<file path="src/rtl/motor_pwm_mixer.sv">
// Left/right PWM generator mixing a signed steering delta into a base duty.
// Optional macro SLEW_LIMIT_EN: duty changes ramp by at most MAX_STEP per PWM period.
module motor_pwm_mixer #(
  parameter int PWM_BITS  = 8,
  parameter int DELTA_W   = 8,
  parameter int BASE_DUTY = 128,
  parameter int PRESCALE  = 4,
  parameter int MAX_STEP  = 16
) (
  input  logic                clk,
  input  logic                rst_n,
  input  logic                enable,
  input  logic [DELTA_W-1:0]  delta,
  input  logic                delta_valid,
  output logic                delta_ready,
  output logic                pwm_left,
  output logic                pwm_right,
  output logic [PWM_BITS-1:0] duty_left,
  output logic [PWM_BITS-1:0] duty_right,
  output logic                period_start,
  output logic                dbg_state
);

  localparam logic ST_DISABLED = 1'b0;
  localparam logic ST_RUN      = 1'b1;

`ifdef SLEW_LIMIT_EN
  localparam bit SLEW_ON = 1'b1;
`else
  localparam bit SLEW_ON = 1'b0;
`endif

  localparam int EXT_W = PWM_BITS + 2;
  localparam int PS_W  = (PRESCALE > 1) ? $clog2(PRESCALE) : 1;
  localparam logic [PS_W-1:0]         PS_LAST    = PS_W'(PRESCALE - 1);
  localparam logic signed [EXT_W-1:0] DUTY_MAX_X = EXT_W'((1 << PWM_BITS) - 1);
  localparam logic signed [EXT_W-1:0] BASE_X     = EXT_W'(BASE_DUTY);
  localparam logic [PWM_BITS-1:0]     BASE_INIT  = PWM_BITS'(BASE_DUTY);
  localparam logic signed [PWM_BITS:0] STEP_X    = (PWM_BITS + 1)'(MAX_STEP);

  // Handshake: a delta transfers on any rising clk edge where delta_valid and
  // delta_ready are both high; delta_ready never depends on delta_valid.

  logic                state_q, state_d;
  logic [PS_W-1:0]     presc_q, presc_d;
  logic [PWM_BITS-1:0] cnt_q, cnt_d;
  logic                pending_q, pending_d;
  logic [PWM_BITS-1:0] shadow_l_q, shadow_l_d, shadow_r_q, shadow_r_d;
  logic [PWM_BITS-1:0] active_l_q, active_l_d, active_r_q, active_r_d;
  logic                pwm_l_q, pwm_l_d, pwm_r_q, pwm_r_d;
  logic                pstart_q, pstart_d;

  logic                    tick, boundary, accept, settled;
  logic signed [EXT_W-1:0] delta_x, sum_l, sum_r;
  logic [PWM_BITS-1:0]     next_l, next_r;

  function automatic logic [PWM_BITS-1:0] saturate(input logic signed [EXT_W-1:0] v);
    logic [PWM_BITS-1:0] r;
    if (v[EXT_W-1])
      r = '0;
    else if (v > DUTY_MAX_X)
      r = '1;
    else
      r = v[PWM_BITS-1:0];
    return r;
  endfunction

  // Step cur toward target, never overshooting; a gap within MAX_STEP lands exactly.
  function automatic logic [PWM_BITS-1:0] approach(input logic [PWM_BITS-1:0] cur,
                                                   input logic [PWM_BITS-1:0] target);
    logic signed [PWM_BITS:0] diff;
    logic [PWM_BITS-1:0]      r;
    diff = $signed({1'b0, target}) - $signed({1'b0, cur});
    if (diff > STEP_X)
      r = cur + PWM_BITS'(MAX_STEP);
    else if (diff < -STEP_X)
      r = cur - PWM_BITS'(MAX_STEP);
    else
      r = target;
    return r;
  endfunction

  assign delta_x = {{(EXT_W - DELTA_W){delta[DELTA_W-1]}}, delta};
  assign sum_l   = BASE_X + delta_x;
  assign sum_r   = BASE_X - delta_x;

  assign next_l  = SLEW_ON ? approach(active_l_q, shadow_l_q) : shadow_l_q;
  assign next_r  = SLEW_ON ? approach(active_r_q, shadow_r_q) : shadow_r_q;
  assign settled = (next_l == shadow_l_q) && (next_r == shadow_r_q);

  assign tick        = (presc_q == PS_LAST);
  assign delta_ready = (state_q == ST_RUN) && !pending_q;
  assign accept      = delta_valid && delta_ready;

  always_comb begin
    state_d    = state_q;
    presc_d    = presc_q;
    cnt_d      = cnt_q;
    pending_d  = pending_q;
    shadow_l_d = shadow_l_q;
    shadow_r_d = shadow_r_q;
    active_l_d = active_l_q;
    active_r_d = active_r_q;
    pwm_l_d    = 1'b0;
    pwm_r_d    = 1'b0;
    boundary   = 1'b0;

    case (state_q)
      ST_DISABLED: begin
        presc_d    = '0;
        cnt_d      = '0;
        active_l_d = '0;
        active_r_d = '0;
        // Entering RUN is itself a period boundary: the counter sits at 0 next cycle.
        if (enable) begin
          state_d  = ST_RUN;
          boundary = 1'b1;
        end
      end
      default: begin
        if (!enable) begin
          state_d    = ST_DISABLED;
          presc_d    = '0;
          cnt_d      = '0;
          active_l_d = '0;
          active_r_d = '0;
        end else begin
          presc_d  = tick ? '0 : presc_q + PS_W'(1);
          cnt_d    = tick ? cnt_q + PWM_BITS'(1) : cnt_q;
          boundary = tick && (cnt_q == '1);
          pwm_l_d  = (cnt_q < active_l_q);
          pwm_r_d  = (cnt_q < active_r_q);
        end
      end
    endcase

    pstart_d = boundary;

    // Boundary consumes the pre-edge shadow, so a coincident accept waits a period.
    if (boundary) begin
      active_l_d = next_l;
      active_r_d = next_r;
      if (settled) pending_d = 1'b0;
    end

    if (accept) begin
      shadow_l_d = saturate(sum_l);
      shadow_r_d = saturate(sum_r);
      pending_d  = 1'b1;
    end
  end

  always_ff @(posedge clk or negedge rst_n) begin
    if (!rst_n) begin
      state_q    <= ST_DISABLED;
      presc_q    <= '0;
      cnt_q      <= '0;
      pending_q  <= 1'b0;
      shadow_l_q <= BASE_INIT;
      shadow_r_q <= BASE_INIT;
      active_l_q <= '0;
      active_r_q <= '0;
      pwm_l_q    <= 1'b0;
      pwm_r_q    <= 1'b0;
      pstart_q   <= 1'b0;
    end else begin
      state_q    <= state_d;
      presc_q    <= presc_d;
      cnt_q      <= cnt_d;
      pending_q  <= pending_d;
      shadow_l_q <= shadow_l_d;
      shadow_r_q <= shadow_r_d;
      active_l_q <= active_l_d;
      active_r_q <= active_r_d;
      pwm_l_q    <= pwm_l_d;
      pwm_r_q    <= pwm_r_d;
      pstart_q   <= pstart_d;
    end
  end

  assign pwm_left     = pwm_l_q;
  assign pwm_right    = pwm_r_q;
  assign duty_left    = active_l_q;
  assign duty_right   = active_r_q;
  assign period_start = pstart_q;
  assign dbg_state    = state_q;

endmodule

</file>
<file path="config.mk">
export PLATFORM = sky130hd
export DESIGN_NAME = motor_pwm_mixer
export DESIGN_NICKNAME = d
export VERILOG_FILES = /design/src/rtl/motor_pwm_mixer.sv
export SDC_FILE = /design/constraint.sdc
export NUM_CORES = 1
export LEC_CHECK = 0
export CORE_MARGIN = 4
export CORE_UTILIZATION = 45
export CTS_CLUSTER_SIZE = 30
export DETAILED_ROUTE_END_ITERATION = 10
export GPL_TIMING_DRIVEN = 0
export PLACE_DENSITY = 0.68
export SLEW_MARGIN = 10
export SYNTH_ARGS = -nofsm -noshare
export SYNTH_HDL_FRONTEND = slang
export SYNTH_SLANG_ARGS = --single-unit
</file>
<file path="constraint.sdc">
create_clock -name clk -period 2.4 [get_ports clk]
set_clock_uncertainty 0.1 [all_clocks]
set_input_delay 0.36 -clock clk [delete_from_list [all_inputs] [get_ports clk]]
set_output_delay 0.36 -clock clk [all_outputs]
set_load 0.01 [all_outputs]
</file>
==> run_results.csv, run 1 <==
group,metric,value,unit
run_status,status,"completed",
sta,final.setup.worst_slack,0.3708,ns
placed_design,dp.final_hpwl,3480,µm
yosys,async_flop_share,100.0,%
yosys,synthSimpleGateAreaFrac,13.99,%
yosys,synth_compound_area_share,15.54,%
detailed_routing,vias_per_cell,5.094,
detailed_routing,vias,1625,
yosys,synth_ff_type,"dfrtp_1",
detailed_routing,drt_first_pass_iters,4,
yosys,syn_inst,210,
job,max_cap_viol_count,0,
floorplanning,boundaryPins,33,
setup_path,critPathMaxStageDelay,0.46,ns
min_path,hold_class,"reg -> reg",
setup_path,startpoint_type,"input pin",
sta,setup_viol,0,
placed_design,dpl_worst_slack,0.06383,ns
yosys,synth_xor_area_share,3.471,%
floorplanning,die_w,79.04,µm
setup_path,worstPathMaxFanout,4,
sta,tightest_slew,0.5065,ns
clocking,cts_buffers,5,
final_layout,instances_no_fill,319,
floorplanning,die_area,6247,µm²
clocking,cts-root-buf,"clkbuf_8",
sta,period_minus_slack,2.029,ns
floorplanning,row_count,25,
yosys,synth_enable_flop_cells,0,
final_layout,post-route-util,57.71,%
setup_path,cp.required,2.52,ns
clocking,clockBufferDepth,2,
pwr,peakVddDrop,0.0003375,V
placed_design,place.port_buffers,32,
detailed_routing,detailedRoute.firstIterationViolations,76,
placed_design,dp_cells,310,
final_layout,antenna_cells,0,
setup_path,worst-path-buf-inv,2,
setup_path,slowest_stage,"clkdlybuf4s50_1",
yosys,netlist_top_cells_area,"dfrtp_1, ha_1, a22o_1, nand2_1, inv_1",
sta,finalCritPeriodShare,84.55,%
yosys,synth.avg_cell_area,10.81,µm²
final_layout,nets,280,
yosys,synth_top_family_by_area,"compound AO/OA/AOI/OAI gates",
pwr,power,1.809,mW
yosys,synthAdderAreaFrac,9.366,%
placed_design,place.gp.congestion,0.7874,
detailed_routing,avgRoutedWirePerCell,14.25,µm
floorplanning,die_h,79.04,µm
setup_path,endpoint_kind,"register",
yosys,synth_seq_area_share,51.90,%
yosys,synth_seq_cells,47,
sta,whs,0.3377,ns
clocking,htreeDepth,2,
clocking,cts.clk_slew.worst_paths,0.08,ns
setup_path,path_cells,"clkdlybuf4s50_1 > inv_1 > ha_1 > nor3b_1 > nand2_1 > mux2_2 > o21ai_1",
sta,slew_headroom,66.16,%
detailed_routing,wl,4547,µm
clocking,clk_latency,0.30,ns
floorplanning,core,4817,µm²
sta,rsz0062_at_grt,"no",
setup_path,crit_arrival,2.14,ns
grt,grt_overflow_total,0,
grt,grt_pass1_vias,1578,
grt,grtUsageTotal,15.77,%
yosys,ys_warn_count,0,
final_layout,drive_gt1_share,8.333,%
yosys,synth_largest_area_cell,"dfrtp_1",
clocking,cts_tree,"yes",
setup_path,timing_worst_setup_path_type,"in -> reg",
grt,grt_max_degree,36,
detailed_routing,drc_errors,0,
yosys,syn_area,2271,µm²
floorplanning,start_util,47.14,%
yosys,synthMuxAreaShare,0.9366,%
final_layout,area_growth,22.42,%
detailed_routing,postRouteAntennaNets,0,
sta,final-max-slew-violation-count,0,
clocking,clock_sinks,47,
pwr,leakage,1.255,nW
grt,antenna_found_initial,0,
sta,max_clock_freq,492.8,MHz
grt,grt_pass1_wl,7638,µm
pwr,p_per_area,650.6,nW/µm²
yosys,synth_top_area_share,49.59,%
setup_path,crit_family,"simple AND/OR/NAND/NOR gates",
sta,hold_viol,0,
yosys,syn-num-nets,239,
yosys,yosysUniqueCellTypes,38,
flip-flops by register name, indices dropped and copies added (netlist names), 2 cells and up:
signal,count
cnt_q,8
next_l,8
presc_q,2
duty_right,8
duty_left,8
next_r,8
cells in the mapped netlist (all sizes together) (3+ instances only):
cell type,instances
xnor2,6
nand2,29
nor2,15
o21ai,8
nand3,5
o22a,5
clkbuf,3
nor2b,3
inv,17
ha,17
a22o,16
a31oi,3
a21oi,6
xor2,3
o31ai,3
buf,4
dfrtp,45
metal layers:
layer | vias up | track usage (%) | routed length [µm]
met5 | - | 0 | 0
met4 | 0 | 6.186 | 60
met3 | 5 | 2.948 | 155
met2 | 29 | 24.41 | 2047
met1 | 774 | 21.87 | 2284
li1 | 817 | - | -
layout by cell type (no fill, tap or decap), types with 3 or more instances in the layout:
cell,instances
nor2b_1,3
a21oi_1,6
xnor2_1,6
nand2_1,29
nor2_1,14
ha_1,17
o21ai_0,7
clkdlybuf4s50_1,31
clkbuf_1,6
dfrtp_1,45
o22a_1,5
inv_1,17
xor2_1,3
nand3_1,4
a22o_1,16
clkbuf_8,5
buf_4,3
cell type report:
type / instances / area, µm²
Fill cell: 436 / 2037
Timing Repair Buffer: 34 / 345.3
Buffer: 7 / 45.04
Clock buffer: 8 / 80.08
Tap cell: 67 / 83.83
Sequential cell: 47 / 1179
Inverter: 17 / 63.81
Multi-Input combinational cell: 139 / 983.4
logic make-up (layout without fill, tap and decap cells):
| group | count (synthesis) | in the layout |
|---|---|---|
| buf+inv | 24 | 66 |
| simple gates | 65 | 65 |
| xor+xnor | 9 | 9 |
| mux | 2 | 2 |
| fa+ha+maj | 17 | 17 |
| flops | 47 | 47 |
| compound gates | 46 | 46 |
metrics by stage:
step	cell area, µm²	setup TNS [ns]
after floorplan	2271	0
after global placement	2675	-19.85
after detailed placement	2690	0
after CTS	2780	0
after global routing	2780	0
final	2780	0
what timing repair did:
action	CTS	global route
hold buffers	1	0
resized for setup	0	0
endpoints found under the hold margin	12	0
buffers inserted	0	0
report_power, final:
part	leakage, nW	internal, mW	total, mW	switching, mW
clock	0.0395	0.207	0.451	0.243
combinational	0.614	0.200	0.367	0.167
sequential	0.602	0.913	0.991	0.0776
total	1.26	1.32	1.81	0.488
final timing paths:
| path | from | slack [ns] | cells after the start | to |
|---|---|---|---|---|
| max in group asynchronous | rst_n | 1.27 | 3 | next_l[7] |
| setup reg to reg | presc_q[0] | 0.49 | 7 | duty_left[4] |
| min in group asynchronous | rst_n | 0.38 | 2 | cnt_q[7] |
| setup / recovery | delta[0] | 0.37 | 7 | next_r[6] |
| hold reg to reg | presc_q[0] | 0.34 | 1 | presc_q[0] |
| hold / removal | presc_q[0] | 0.34 | 1 | presc_q[0] |
Note: power is estimated with default switching activity, not from simulation.
==> run 2: changes to the inputs <==
Settings changed: PLACE_DENSITY 0.68 to 0.71.
Clock period 2.4 ns to 1.7 ns, I/O delays scaled along.
==> run 2 against run 1 <==
Compared with the run above: routed wire length up 8.5%; largest power group unchanged; register-to-register slack lost 0.45 ns; via count grew 4.4%; combinational power is 48% higher; flip-flop and latch count is the same; sequential share of layout area fell by 2.3 points.
==> run_results.csv, run 2 (synthesis gave the netlist of run 1 again) <==
group,metric,value,unit
clocking,clk_latency,0.30,ns
grt,grt_pass1_wl,8093,µm
detailed_routing,postRouteAntennaNets,0,
setup_path,ff2ff_path_depth,7,
floorplanning,boundaryPins,33,
setup_path,endpoint_kind,"register",
final_layout,final_cell_mix,"dfrtp_1, nand2_1, clkdlybuf4s50_1",
setup_path,reg2reg_setup_slack,0.04,ns
clocking,cts.clk_slew.worst_paths,0.09,ns
floorplanning,start_util,47.14,%
detailed_routing,wl,4932,µm
clocking,cts_tree,"yes",
min_path,hold_class,"in -> reg",
detailed_routing,vias_per_cell,5.187,
pwr,p_sw_share,26.42,%
clocking,clockBufferDepth,2,
grt,grt_pass1_vias,1674,
run_status,status,"completed",
setup_path,startpoint_type,"register",
sta,whs,0.1578,ns
pwr,peakVddDrop,0.0007217,V
setup_path,worstPathMaxFanout,7,
detailed_routing,detailedRoute.firstIterationViolations,49,
setup_path,cp.required,1.80,ns
sta,setup_viol,0,
setup_path,timing_worst_setup_path_type,"reg -> reg",
placed_design,place_area,2695,µm²
final_layout,nets,288,
floorplanning,die_area,6247,µm²
placed_design,dp.final_hpwl,3541,µm
grt,grt_overflow_total,0,
floorplanning,core,4817,µm²
sta,tightest_slew,0.4360,ns
pwr,seq_power_share,49.9,%
final_layout,area_growth,30.25,%
final_layout,final_common_cell,"dfrtp_1",
detailed_routing,avgRoutedWirePerCell,15.08,µm
floorplanning,row_count,25,
sta,final.setup.tns,0,ns
detailed_routing,drt_first_pass_iters,4,
setup_path,r2r_start,"presc_q[0]",
clocking,cts-root-buf,"clkbuf_8",
job,max_cap_viol_count,0,
setup_path,crit_arrival,1.76,ns
sta,period_minus_slack,1.661,ns
sta,finalCritPeriodShare,97.72,%
final_layout,stdcell_area,2958,µm²
grt,grt_max_degree,36,
min_path,worstHoldStart,"delta[0]",
grt,grtUsageTotal,16.90,%
detailed_routing,vias,1696,
final_layout,drive_gt1_share,17.31,%
setup_path,r2r_end,"duty_right[4]",
floorplanning,die_w,79.04,µm
detailed_routing,drc_errors,0,
sta,max_clock_freq,602.0,MHz
pwr,clockPowerShare,30.8,%
pwr,leakage,1.339,nW
placed_design,place.port_buffers,32,
sta,slew_headroom,70.93,%
clocking,cts_buffers,5,
pwr,pwr-share-comb,19.3,%
min_path,hold_path_depth,2,
min_path,min_to,"next_r[0]",
sta,hold_viol,0,
pwr,cellInternalPower,2.068,mW
pwr,p_per_area,950.3,nW/µm²
pwr,p_switching,0.7427,mW
placed_design,place.gp.congestion,0.8237,
clocking,htreeDepth,2,
grt,antenna_found_initial,0,
clocking,clock_sinks,47,
final_layout,antenna_cells,0,
floorplanning,die_h,79.04,µm
sta,final-max-slew-violation-count,0,
## run 2: cell types whose count changed in the layout (fill, tap and decap cells not counted), sizes merged, moves of 2 or more
cell | previous run | this run
clkdlybuf4s50 | 31 | 28
clkbuf | 11 | 9
dlymetal6s2s | 0 | 2
buf | 6 | 14
## run 2: area by class of cell
cell class | instances | area [µm²]
Fill cell | 431 | 1859
Sequential cell | 47 | 1185
Multi-Input combinational cell | 139 | 1041
Timing Repair Buffer | 43 | 416.7
Tap cell | 67 | 83.83
Clock buffer | 6 | 82.58
Inverter | 17 | 63.81
Buffer | 6 | 46.29
Clock inverter | 2 | 38.79
## run 2: how the worst max path moves through the flow
| stage | cells past startpoint | from | slack (ns) | end |
|---|---|---|---|---|
| after floorplan | 8 | presc_q[0] | 0.01 | duty_left[1] |
| after global placement | 1 | rst_n | -0.98 | next_r[1] |
| after detailed placement | 7 | delta[0] | -0.44 | next_r[6] |
| after CTS | 7 | presc_q[0] | 0.005 | duty_left[1] |
| after global routing | 6 | presc_q[0] | -0.02 | duty_left[3] |
| final | 7 | presc_q[0] | 0.04 | duty_right[4] |
## run 2: repair_timing
action,in CTS,in global routing
gates cloned,0,0
setup endpoints to repair,28,16
setup buffers,5,4
gates resized for setup,12,10
endpoints found under the hold margin,12,0
hold buffers,1,0
pin swaps,1,4
## run 2: worst max-delay path, stage by stage, from the launching register on
cell and delay, ns:
dfrtp_1 0.42, ha_4 0.19, nand3_2 0.10, o31ai_1 0.06, and2_1 0.15, buf_6 0.12, buf_4 0.16, a22o_1 0.24
## run 2: per-layer routing
layer | GRT usage [%] | up-vias | routed length, µm
li1 | - | 832 | -
met1 | 21.22 | 829 | 2188
met2 | 29.04 | 29 | 2477
met3 | 3.968 | 6 | 204
met4 | 4.811 | 0 | 62
met5 | 0 | - | 0
## run 2: stage by stage
stage          utilization (%)  setup WS (ns)  instances  power, mW
6_report                 61.40        0.03880        327      2.811
5_1_grt                  61.40       -0.01991        327      2.964
4_1_cts                  60.16       0.005270        323      2.823
3_5_place_dp             55.95        -0.4434        310      1.950
3_3_place_gp             55.64        -0.9758        309      1.928
2_1_floorplan                -       0.009929        210      1.679
## run 2: power by group through the flow
stage               clock network [mW]  registers [mW]  logic (mW)
floorplan                            0            1.41       0.265
global placement                     0            1.42       0.509
detailed placement                   0            1.42       0.526
CTS                              0.880            1.40       0.541
global route                     0.937            1.42       0.602
finish                           0.865            1.40       0.543
